`src/rtl/rom_prog_pkg.sv`:
```
// Shared constants and types for the ROM programming engine: register map,
// CTRL/STATUS bit positions, the FIFO entry layout and drain FSM states.
package rom_prog_pkg;

  localparam logic [1:0] REG_CTRL   = 2'd0;
  localparam logic [1:0] REG_ADDR   = 2'd1;
  localparam logic [1:0] REG_DATA   = 2'd2;
  localparam logic [1:0] REG_STATUS = 2'd3;

  localparam int REGION_PRG = 0;
  localparam int REGION_CHR = 1;

  localparam int CTRL_REGION_LSB = 0;
  localparam int CTRL_REGION_W   = 8;
  localparam int CTRL_AINC_BIT   = 8;
  localparam int CTRL_HOLD_BIT   = 9;

  localparam int ST_BUSY_BIT   = 0;
  localparam int ST_ERR_BIT    = 1;
  localparam int ST_LEVEL_LSB  = 8;
  localparam int ST_CNT_LSB    = 16;
  localparam int STW_CLR_CNT   = 0;
  localparam int STW_CLR_ERR   = 1;

  // Entry fields are sized for the widest supported configuration; the
  // engine uses only the low ADDR_W/DATA_W bits.
  localparam int ENTRY_ADDR_W = 32;
  localparam int ENTRY_DATA_W = 16;

  typedef struct packed {
    logic [CTRL_REGION_W-1:0] region;
    logic [ENTRY_ADDR_W-1:0]  addr;
    logic [ENTRY_DATA_W-1:0]  data;
  } fifo_entry_t;

  typedef enum logic {
    DRAIN_IDLE,
    DRAIN_PRESENT
  } drain_state_t;

endpackage

```
`src/rtl/rom_prog_if.sv`:
```
// Avalon-MM slave port plus the ready/valid memory-side write port of the
// ROM programming engine.
interface rom_prog_if #(
  parameter int ADDR_W      = 16,
  parameter int DATA_W      = 8,
  parameter int NUM_REGIONS = 2
);
  logic [1:0]             AVL_ADDR;
  logic                   AVL_CS;
  logic                   AVL_WRITE;
  logic                   AVL_READ;
  logic [31:0]            AVL_WRITEDATA;
  logic [31:0]            AVL_READDATA;
  logic                   AVL_WAITREQUEST;
  logic [ADDR_W-1:0]      ROM_ADDR;
  logic [DATA_W-1:0]      ROM_DATA;
  logic [NUM_REGIONS-1:0] ROM_WE;
  logic                   ROM_READY;

  modport master (
    output AVL_ADDR, AVL_CS, AVL_WRITE, AVL_READ, AVL_WRITEDATA, ROM_READY,
    input  AVL_READDATA, AVL_WAITREQUEST, ROM_ADDR, ROM_DATA, ROM_WE
  );

  modport slave (
    input  AVL_ADDR, AVL_CS, AVL_WRITE, AVL_READ, AVL_WRITEDATA, ROM_READY,
    output AVL_READDATA, AVL_WAITREQUEST, ROM_ADDR, ROM_DATA, ROM_WE
  );
endinterface

```
`src/rtl/rom_prog_fifo.sv`:
```
// Synchronous FIFO with registered storage; head is visible on rdata the
// cycle after it is written. Pointers and level reset asynchronously.
module rom_prog_fifo #(
  parameter int WIDTH = 8,
  parameter int DEPTH = 16,
  localparam int PTR_W = $clog2(DEPTH),
  localparam int LVL_W = PTR_W + 1
) (
  input  logic             clk,
  input  logic             rst_n,
  input  logic             push,
  input  logic [WIDTH-1:0] wdata,
  input  logic             pop,
  output logic [WIDTH-1:0] rdata,
  output logic             full,
  output logic             empty,
  output logic [LVL_W-1:0] level
);
  logic [WIDTH-1:0] mem [DEPTH];
  logic [PTR_W-1:0] wr_ptr, rd_ptr;
  logic             do_push, do_pop;

  assign full    = (level == LVL_W'(DEPTH));
  assign empty   = (level == '0);
  assign do_push = push & ~full;
  assign do_pop  = pop & ~empty;
  assign rdata   = mem[rd_ptr];

  // DEPTH is a power of two, so pointers wrap naturally.
  always_ff @(posedge clk or negedge rst_n) begin
    if (!rst_n) begin
      wr_ptr <= '0;
      rd_ptr <= '0;
      level  <= '0;
    end else begin
      if (do_push) wr_ptr <= wr_ptr + 1'b1;
      if (do_pop)  rd_ptr <= rd_ptr + 1'b1;
      level <= level + LVL_W'(do_push) - LVL_W'(do_pop);
    end
  end

  always_ff @(posedge clk) begin
    if (do_push) mem[wr_ptr] <= wdata;
  end
endmodule

```
`src/rtl/rom_prog_engine.sv`:
```
// Avalon-MM register front end that queues {region, addr, data} writes and
// drains them one per cycle to the selected NES memory while halting the core.
module rom_prog_engine
  import rom_prog_pkg::*;
#(
  parameter int ADDR_W      = 16,
  parameter int DATA_W      = 8,
  parameter int NUM_REGIONS = 2,
  parameter int FIFO_DEPTH  = 16
) (
  input  logic       CLK,
  input  logic       RESET_N,
  rom_prog_if.slave  bus,
  output logic       NES_HALT
);
  localparam int LVL_W = $clog2(FIFO_DEPTH) + 1;

  logic [CTRL_REGION_W-1:0] ctrl_region;
  logic                     ctrl_ainc, ctrl_hold;
  logic [ADDR_W-1:0]        ptr;
  logic                     err;
  logic [15:0]              xfer_cnt;

  fifo_entry_t       push_entry, head;
  logic              fifo_full, fifo_empty;
  logic [LVL_W-1:0]  fifo_level;
  drain_state_t      state, state_nx;

  logic wr, wr_ctrl, wr_addr, wr_data, wr_status;
  logic data_acc, region_bad, push, xfer;
  logic [31:0] rdata;
  logic unused_bits;

  assign wr        = bus.AVL_CS & bus.AVL_WRITE;
  assign wr_ctrl   = wr & (bus.AVL_ADDR == REG_CTRL);
  assign wr_addr   = wr & (bus.AVL_ADDR == REG_ADDR);
  assign wr_data   = wr & (bus.AVL_ADDR == REG_DATA);
  assign wr_status = wr & (bus.AVL_ADDR == REG_STATUS);

  // Conservative full: a same-cycle pop never lets a push through.
  assign bus.AVL_WAITREQUEST = wr_data & fifo_full;
  assign data_acc   = wr_data & ~fifo_full;
  assign region_bad = int'(ctrl_region) >= NUM_REGIONS;
  assign push       = data_acc & ~region_bad;
  // ROM_WE is non-zero exactly while presenting, so READY alone completes it.
  assign xfer       = (state == DRAIN_PRESENT) & bus.ROM_READY;

  assign push_entry.region = ctrl_region;
  assign push_entry.addr   = ENTRY_ADDR_W'(ptr);
  assign push_entry.data   = ENTRY_DATA_W'(bus.AVL_WRITEDATA[DATA_W-1:0]);

  assign unused_bits = ^{head, bus.AVL_WRITEDATA};

  rom_prog_fifo #(
    .WIDTH ($bits(fifo_entry_t)),
    .DEPTH (FIFO_DEPTH)
  ) u_fifo (
    .clk   (CLK),
    .rst_n (RESET_N),
    .push  (push),
    .wdata (push_entry),
    .pop   (xfer),
    .rdata (head),
    .full  (fifo_full),
    .empty (fifo_empty),
    .level (fifo_level)
  );

  always_ff @(posedge CLK or negedge RESET_N) begin
    if (!RESET_N) begin
      ctrl_region <= '0;
      ctrl_ainc   <= 1'b0;
      ctrl_hold   <= 1'b0;
      ptr         <= '0;
      err         <= 1'b0;
      xfer_cnt    <= '0;
      NES_HALT    <= 1'b0;
    end else begin
      if (wr_ctrl) begin
        ctrl_region <= bus.AVL_WRITEDATA[CTRL_REGION_LSB +: CTRL_REGION_W];
        ctrl_ainc   <= bus.AVL_WRITEDATA[CTRL_AINC_BIT];
        ctrl_hold   <= bus.AVL_WRITEDATA[CTRL_HOLD_BIT];
      end
      // Bad-region writes are dropped but still advance the pointer.
      if (wr_addr)                     ptr <= bus.AVL_WRITEDATA[ADDR_W-1:0];
      else if (data_acc && ctrl_ainc)  ptr <= ptr + ADDR_W'(1);
      if (wr_status && bus.AVL_WRITEDATA[STW_CLR_ERR]) err <= 1'b0;
      else if (data_acc && region_bad)                 err <= 1'b1;
      if (wr_status && bus.AVL_WRITEDATA[STW_CLR_CNT]) xfer_cnt <= {15'd0, xfer};
      else if (xfer)                                   xfer_cnt <= xfer_cnt + 16'd1;
      NES_HALT <= ctrl_hold | ~fifo_empty;
    end
  end

  always_ff @(posedge CLK or negedge RESET_N) begin
    if (!RESET_N) state <= DRAIN_IDLE;
    else          state <= state_nx;
  end

  always_comb begin
    state_nx     = state;
    bus.ROM_WE   = '0;
    bus.ROM_ADDR = '0;
    bus.ROM_DATA = '0;
    case (state)
      DRAIN_IDLE: begin
        if (push) state_nx = DRAIN_PRESENT;
      end
      DRAIN_PRESENT: begin
        bus.ROM_WE   = NUM_REGIONS'(1) << head.region;
        bus.ROM_ADDR = head.addr[ADDR_W-1:0];
        bus.ROM_DATA = head.data[DATA_W-1:0];
        if (xfer && (fifo_level == LVL_W'(1)) && !push) state_nx = DRAIN_IDLE;
      end
      default: state_nx = DRAIN_IDLE;
    endcase
  end

  always_comb begin
    rdata = '0;
    if (bus.AVL_CS && bus.AVL_READ) begin
      case (bus.AVL_ADDR)
        REG_CTRL:   rdata = {22'd0, ctrl_hold, ctrl_ainc, ctrl_region};
        REG_ADDR:   rdata = 32'(ptr);
        REG_STATUS: rdata = {xfer_cnt, 8'(fifo_level), 6'd0, err, ~fifo_empty};
        default:    rdata = '0;
      endcase
    end
  end

  assign bus.AVL_READDATA = rdata;
endmodule
```
`src/flat_wrapper.sv`:
```
// flat-port wrapper written by rule: the top's interface ports become plain ports
module rom_prog_engine_flat import rom_prog_pkg::*;
#(
  parameter int ADDR_W      = 16,
  parameter int DATA_W      = 8,
  parameter int NUM_REGIONS = 2,
  parameter int FIFO_DEPTH  = 16
)
  (CLK, RESET_N, NES_HALT, bus_AVL_ADDR, bus_AVL_CS, bus_AVL_WRITE, bus_AVL_READ, bus_AVL_WRITEDATA, bus_ROM_READY, bus_AVL_READDATA, bus_AVL_WAITREQUEST, bus_ROM_ADDR, bus_ROM_DATA, bus_ROM_WE);
  rom_prog_if #(.ADDR_W(ADDR_W), .DATA_W(DATA_W), .NUM_REGIONS(NUM_REGIONS)) bus_i ();
  input  logic CLK;
  input  logic RESET_N;
  output logic NES_HALT;
  input wire logic [$bits(bus_i.AVL_ADDR)-1:0] bus_AVL_ADDR;
  input wire logic [$bits(bus_i.AVL_CS)-1:0] bus_AVL_CS;
  input wire logic [$bits(bus_i.AVL_WRITE)-1:0] bus_AVL_WRITE;
  input wire logic [$bits(bus_i.AVL_READ)-1:0] bus_AVL_READ;
  input wire logic [$bits(bus_i.AVL_WRITEDATA)-1:0] bus_AVL_WRITEDATA;
  input wire logic [$bits(bus_i.ROM_READY)-1:0] bus_ROM_READY;
  output wire logic [$bits(bus_i.AVL_READDATA)-1:0] bus_AVL_READDATA;
  output wire logic [$bits(bus_i.AVL_WAITREQUEST)-1:0] bus_AVL_WAITREQUEST;
  output wire logic [$bits(bus_i.ROM_ADDR)-1:0] bus_ROM_ADDR;
  output wire logic [$bits(bus_i.ROM_DATA)-1:0] bus_ROM_DATA;
  output wire logic [$bits(bus_i.ROM_WE)-1:0] bus_ROM_WE;
  assign bus_i.AVL_ADDR = bus_AVL_ADDR;
  assign bus_i.AVL_CS = bus_AVL_CS;
  assign bus_i.AVL_WRITE = bus_AVL_WRITE;
  assign bus_i.AVL_READ = bus_AVL_READ;
  assign bus_i.AVL_WRITEDATA = bus_AVL_WRITEDATA;
  assign bus_i.ROM_READY = bus_ROM_READY;
  assign bus_AVL_READDATA = bus_i.AVL_READDATA;
  assign bus_AVL_WAITREQUEST = bus_i.AVL_WAITREQUEST;
  assign bus_ROM_ADDR = bus_i.ROM_ADDR;
  assign bus_ROM_DATA = bus_i.ROM_DATA;
  assign bus_ROM_WE = bus_i.ROM_WE;
  rom_prog_engine #(.ADDR_W(ADDR_W), .DATA_W(DATA_W), .NUM_REGIONS(NUM_REGIONS), .FIFO_DEPTH(FIFO_DEPTH)) u_core (.CLK(CLK), .RESET_N(RESET_N), .bus(bus_i), .NES_HALT(NES_HALT));
endmodule
```
`config.mk`:
```
export PLATFORM = sky130hd
export DESIGN_NAME = rom_prog_engine_flat
export DESIGN_NICKNAME = d
export VERILOG_FILES = /design/src/rtl/rom_prog_pkg.sv /design/src/rtl/rom_prog_if.sv /design/src/rtl/rom_prog_fifo.sv /design/src/rtl/rom_prog_engine.sv /design/src/flat_wrapper.sv
export SDC_FILE = /design/constraint.sdc
export NUM_CORES = 1
export LEC_CHECK = 0
export ABC_CLOCK_PERIOD_IN_PS = 21700
export CAP_MARGIN = 15
export CELL_PAD_IN_SITES_DETAIL_PLACEMENT = 1
export CELL_PAD_IN_SITES_GLOBAL_PLACEMENT = 1
export CORE_ASPECT_RATIO = 2
export CORE_MARGIN = 5
export CORE_UTILIZATION = 45
export DETAILED_ROUTE_END_ITERATION = 16
export PLACE_DENSITY_LB_ADDON = 0.1
export SLEW_MARGIN = 5
export SYNTH_ARGS = -nofsm -noshare
export SYNTH_HDL_FRONTEND = slang
export SYNTH_HIERARCHICAL = 1
export SYNTH_SLANG_ARGS = --single-unit
```
`constraint.sdc`:
```
create_clock -name CLK -period 21.7 [get_ports CLK]
set_clock_uncertainty 0.2 [all_clocks]
set_input_delay 4.34 -clock CLK [delete_from_list [all_inputs] [get_ports CLK]]
set_output_delay 4.34 -clock CLK [all_outputs]
set_load 0.02 [all_outputs]
```
; Word level (Yosys, flattened, before mapping)
; Memory sizes are Yosys's and may differ from the RTL's.
; Cells that the tools add are included.
[totals]
register_bits = 58
latchBits = 0
wordCells = 70
ramBits = 512
romBits = 0
n_memories = 1
[classes]
div = 0
n_bitwise = 16
order_cmp = 1
n_mux = 16
multipliers = 0
n_addsub = 6
n_reduce_logical = 13
n_eq_ne = 5
shift = 1
[mem_list]
columns = name, words, word_bits, rd, rd_clocked_by_memory_dff, write_ports, line
row1 = u_core.u_fifo.mem, 16, 32, 1, 0, 1, rom_prog_fifo.sv:19  ; logic [WIDTH-1:0] mem [DEPTH];
[op_table]
columns = operator, n
row1 = $pmux W32 S3, 1
row2 = $mux W16, 5
row3 = $add A16 B1 Y16 const B, 2
row4 = $mux W32, 1
row5 = $and A1 B1 Y1, 11
row6 = $add A4 B1 Y4 const B, 2
row7 = $ge A8 B2 Y1 const B, 1
row8 = $mux W8, 1
row9 = $shl A1 B8 Y2 const A, 1
row10 = $logic_and A1 B1 Y1, 7
row11 = $mux W1, 6
row12 = $reduce_bool A2 Y1, 3
row13 = $add A5 B1 Y5, 1
row14 = $eq A5 B1 Y1 const B, 1
row15 = $eq A5 B5 Y1 const B, 1
row16 = $logic_not A5 Y1, 1
row17 = $sub A5 B1 Y5, 1
row18 = $eq A2 B2 Y1 const B, 2
row19 = $not A1 Y1, 4
row20 = $eq A2 B1 Y1 const B, 1
row21 = $logic_not A2 Y1, 1
row22 = $mux W2, 1
row23 = $pmux W1 S2, 1
row24 = $logic_not A1 Y1, 1
row25 = $or A1 B1 Y1, 1

; Depth between registers and ports, before layout
[logic_depth]
word_depth = 8
mapped_depth = 15

; Modules after synthesis
; The synthesis kept the hierarchy.
[modules_own_cells]
columns = mod, instances, area_per_inst_um2, cells_each, seq_area_each_um2
row1 = rom_prog_fifo, 1, 35068.6, 1695, 27231.1
row2 = rom_prog_engine, 1, 2850.2, 321, 1126.1

; Worst setup path before layout
; No wires, ideal clock.
[synth_path]
kind = input port to flip-flop
from = input bus_AVL_ADDR[1]
to = memory u_core/u_fifo/mem[0][0] (netlist bit), enable pin
slack_ns = 10.337
stages = 7
setup_time_ns = 0.608
arrival_time_ns = 10.555
required_time_ns = 20.892
n_path_buf = 2
cell_sequence = buf_4 > nand4b_4 > nor3_1 > nor2b_1 > clkbuf_2 > inv_2 > nor4_1
[synth_via]
elab_chain_cells = 7
[synth_rtl]
columns = item, line
row1 = from (decl), flat_wrapper.sv:14  ; input wire logic [$bits(bus_i.AVL_ADDR)-1:0] bus_AVL_ADDR;
row2 = $eq A2 B2 Y1, rom_prog_engine.sv:37  ; assign wr_data = wr & (bus.AVL_ADDR == REG_DATA);
row3 = $and A1 B1 Y1, rom_prog_engine.sv:37
row4 = $and A1 B1 Y1, rom_prog_engine.sv:42  ; assign data_acc = wr_data & ~fifo_full;
row5 = $and A1 B1 Y1, rom_prog_engine.sv:44  ; assign push = data_acc & ~region_bad;
row6 = via u_core.push, rom_prog_engine.sv:30  ; logic data_acc, region_bad, push, xfer;
row7 = $and A1 B1 Y1, rom_prog_fifo.sv:25  ; assign do_push = push & ~full;
row8 = $mux W1, rom_prog_fifo.sv:43  ; if (do_push) mem[wr_ptr] <= wdata;
row9 = $mux W1 (implied by the code), rom_prog_fifo.sv:43
row10 = to (decl), rom_prog_fifo.sv:19
; The timed path passes the listed nets, and every way through them passes these cells.

; Worst setup path after layout
[layout_path]
from = input bus_AVL_ADDR[1]
to = output bus_AVL_READDATA[21]
[layout_via]
elab_chain_cells = 3
[layout_rtl]
columns = item, line
row1 = $eq A2 B2 Y1 (tied with other cells), rom_prog_engine.sv:122  ; case (bus.AVL_ADDR)
row2 = $pmux W32 S3 (*), rom_prog_engine.sv:122
row3 = $mux W32 (*), rom_prog_engine.sv:121  ; if (bus.AVL_CS && bus.AVL_READ) begin
row4 = to (decl), flat_wrapper.sv:20  ; output wire logic [$bits(bus_i.AVL_READDATA)-1:0] bus_AVL_READDATA;
; Every way passes the cells marked *; elsewhere a longest branch is shown, timed or not.

==> impl_metrics.tcl <==
set metrics [dict create \
    cts_tree "yes" \
    min_period_ns 11.64 \
    io_buffers 83 \
    rows 118 \
    grt_util_met3_pct 2.54 \
    numClockSinks 570 \
    drt_iter0_markers 939 \
    end_kind "output port" \
    cts_buffers 49 \
    hold_buffers 0 \
    powerDensity_nw_per_um2 117 \
    grt_pass1_wl_mm 90.4 \
    cpPeakStageDelay_ns 1.00 \
    fin_util_pct 51.1 \
    grt_overflow_total 0 \
    grt_max_degree 104 \
    cts_root_buf "clkbuf_16" \
    drc_errors 0 \
    start_util_pct 45.4 \
    whs_endpoint "u_core/NES_HALT" \
    path_cells "clkdlybuf4s50_1 > nand2_1 > nor2_1 > and2_2 > clkdlybuf4s50_1" \
    critPathSlowestCell "clkdlybuf4s50_1" \
    vias 12534 \
    dp_hpwl_mm 34.2 \
    fmax_mhz 85.9 \
    critical_path.max_fanout 17 \
    die-height_um 333 \
    crit_buf_inv 2 \
    setup_violations 0 \
    synth_fp_nets 1408 \
    cts_resized 0 \
    top_usage_layer "met2" \
    use_met1_pct 27.1 \
    maxCapViolCount 0 \
    ys_warn_count 6 \
    r2r_slack_ns 17.35 \
    area_growth_pct 12.6 \
    ctsHtreeMaxLevel 2 \
    track_usage_pct 21.6 \
    cts_setup_buffers 0 \
    grt_pass1_vias 13722 \
    hold_viol 0 \
    clk_pin_slew_worst_paths_ns 0.07 \
    antenna_found_initial 0 \
    hold_start "u_core/ctrl_hold" \
    syn_area_um2 23400 \
    insertion_delay_ns 0.58 \
    die_x_um 171 \
    die_area_um2 57100 \
    dr.pass1.iters 5 \
    diodes 0 \
    status "completed" \
    critPathTopFamily "buffers and inverters" \
    final_net_count 1471 \
    wl_mm 60.7 \
    cp.arrival_ns 7.10 \
    slew_headroom_pct 30.1 \
    finalCritPeriodShare_pct 53.6 \
    ios 100 \
    max_slew.worst_pin.slew_ns 1.05 \
    coreArea_um2 51700 \
    p_leak_nw 8.98 \
    finalSetupTns_ns 0 \
    post_drt_wl_per_cell_um 28.6 \
    place.gp.congestion 0.756 \
    hold_path.class "flip-flop to flip-flop" \
    cpMostUsedCell "clkdlybuf4s50_1" \
    drive_gt1_share_pct 14.5 \
    rr_worst_depth 8 \
    via_per_inst 5.92 \
    syn_inst 1354 \
    syn-mean-instance-area_um2 17.3 \
    final_max_slew_viol_count 0 \
    ir_drop_v 0.0000827 \
    worstReg2RegStart "u_core/ctrl_region[2]" \
    worstHoldPathCells 1 \
    hold_ws_ns 0.335 \
    gr-usage-met2_pct 39.0 \
    cts_buffer_depth 3 \
    ant_nets 0 \
    rsz0062_at_grt "no" \
    required_ns 17.16 \
    timing_worst_setup_path_type "primary input to output port" \
    start_kind "primary input" \
    r2r_end "u_core/u_fifo/mem[8][30]" \
]
-- sequential cells by signal, indices dropped and copies added, names as in the netlist --
name and flops:
u_core/NES_HALT 1, u_core/ctrl_ainc 1, u_core/ctrl_hold 1, u_core/ctrl_region 8, u_core/err 1, u_core/ptr 16, u_core/state 1, u_core/u_fifo/level 5
u_core/u_fifo/mem 512, u_core/u_fifo/rd_ptr 4, u_core/u_fifo/wr_ptr 4, u_core/xfer_cnt 16
-- metal layers --
layer	vias up	wire (um)
met3	91	2250
met4	0	1780
met1	6707	23800
met5	-	0
li1	5458	-
met2	278	32800
-- metrics by stage --
stage	cells	power, mW	instance area, um2	worst slack, ns
2_1_floorplan	1354	1.99	23500	11.90
3_3_place_gp	2026	2.22	24800	10.12
3_5_place_dp	2026	2.24	24800	10.02
4_1_cts	2117	3.15	26400	10.02
5_1_grt	2117	3.25	26400	9.86
6_report	2117	3.10	26400	10.06
-- placed cells by master (no fill, tap or decap), drive strengths merged, types with 13 or more instances in the layout --
master	n
nand2	65
a22oi	33
nor2	50
a221oi	64
inv	16
nand3	20
o21ai	46
dfrtp	58
and2	51
xor2	17
ha	13
clkinv	19
mux2i	141
clkbuf	65
clkdlybuf4s50	82
mux4	64
edfxtp	512
buf	29
-- area by class of cell --
cell class | instances | area [um2]
inverters | 15 | 56.3
clock buffers | 65 | 1360
repair buffers | 111 | 1050
multi-input cells | 670 | 6010
fillers | 4859 | 25300
clock inverters | 26 | 282
flip-flops and latches | 570 | 16800
well taps | 660 | 826
-- where the power goes --
group / internal [mW] / switching (mW)
Sequential: 1.26 / 0.117
Combinational: 0.359 / 0.454
Clock: 0.513 / 0.391
-- worst reg2reg max path, stage by stage (launching register included) --
cell and delay, ns:
dfrtp_1 0.64, nor4_1 0.33, nand2_1 0.17, nor3_1 0.22, nor2b_1 0.62, inv_2 0.28, nor3b_1 0.46, and2_2 0.44
buf_4 0.57
-- worst max path at each step --
| stage | from | to | slack, ns | cells after the start |
|---|---|---|---|---|
| 2_1_floorplan | bus_AVL_ADDR[1] | bus_AVL_READDATA[22] | 11.90 | 5 |
| 3_3_place_gp | bus_AVL_ADDR[1] | bus_AVL_READDATA[21] | 10.12 | 5 |
| 3_5_place_dp | bus_AVL_ADDR[1] | bus_AVL_READDATA[21] | 10.02 | 5 |
| 4_1_cts | bus_AVL_ADDR[1] | bus_AVL_READDATA[21] | 10.02 | 5 |
| 5_1_grt | bus_AVL_ADDR[1] | bus_AVL_READDATA[21] | 9.86 | 5 |
| 6_report | bus_AVL_ADDR[1] | bus_AVL_READDATA[21] | 10.06 | 5 |
(Power assumes the default switching activity.)
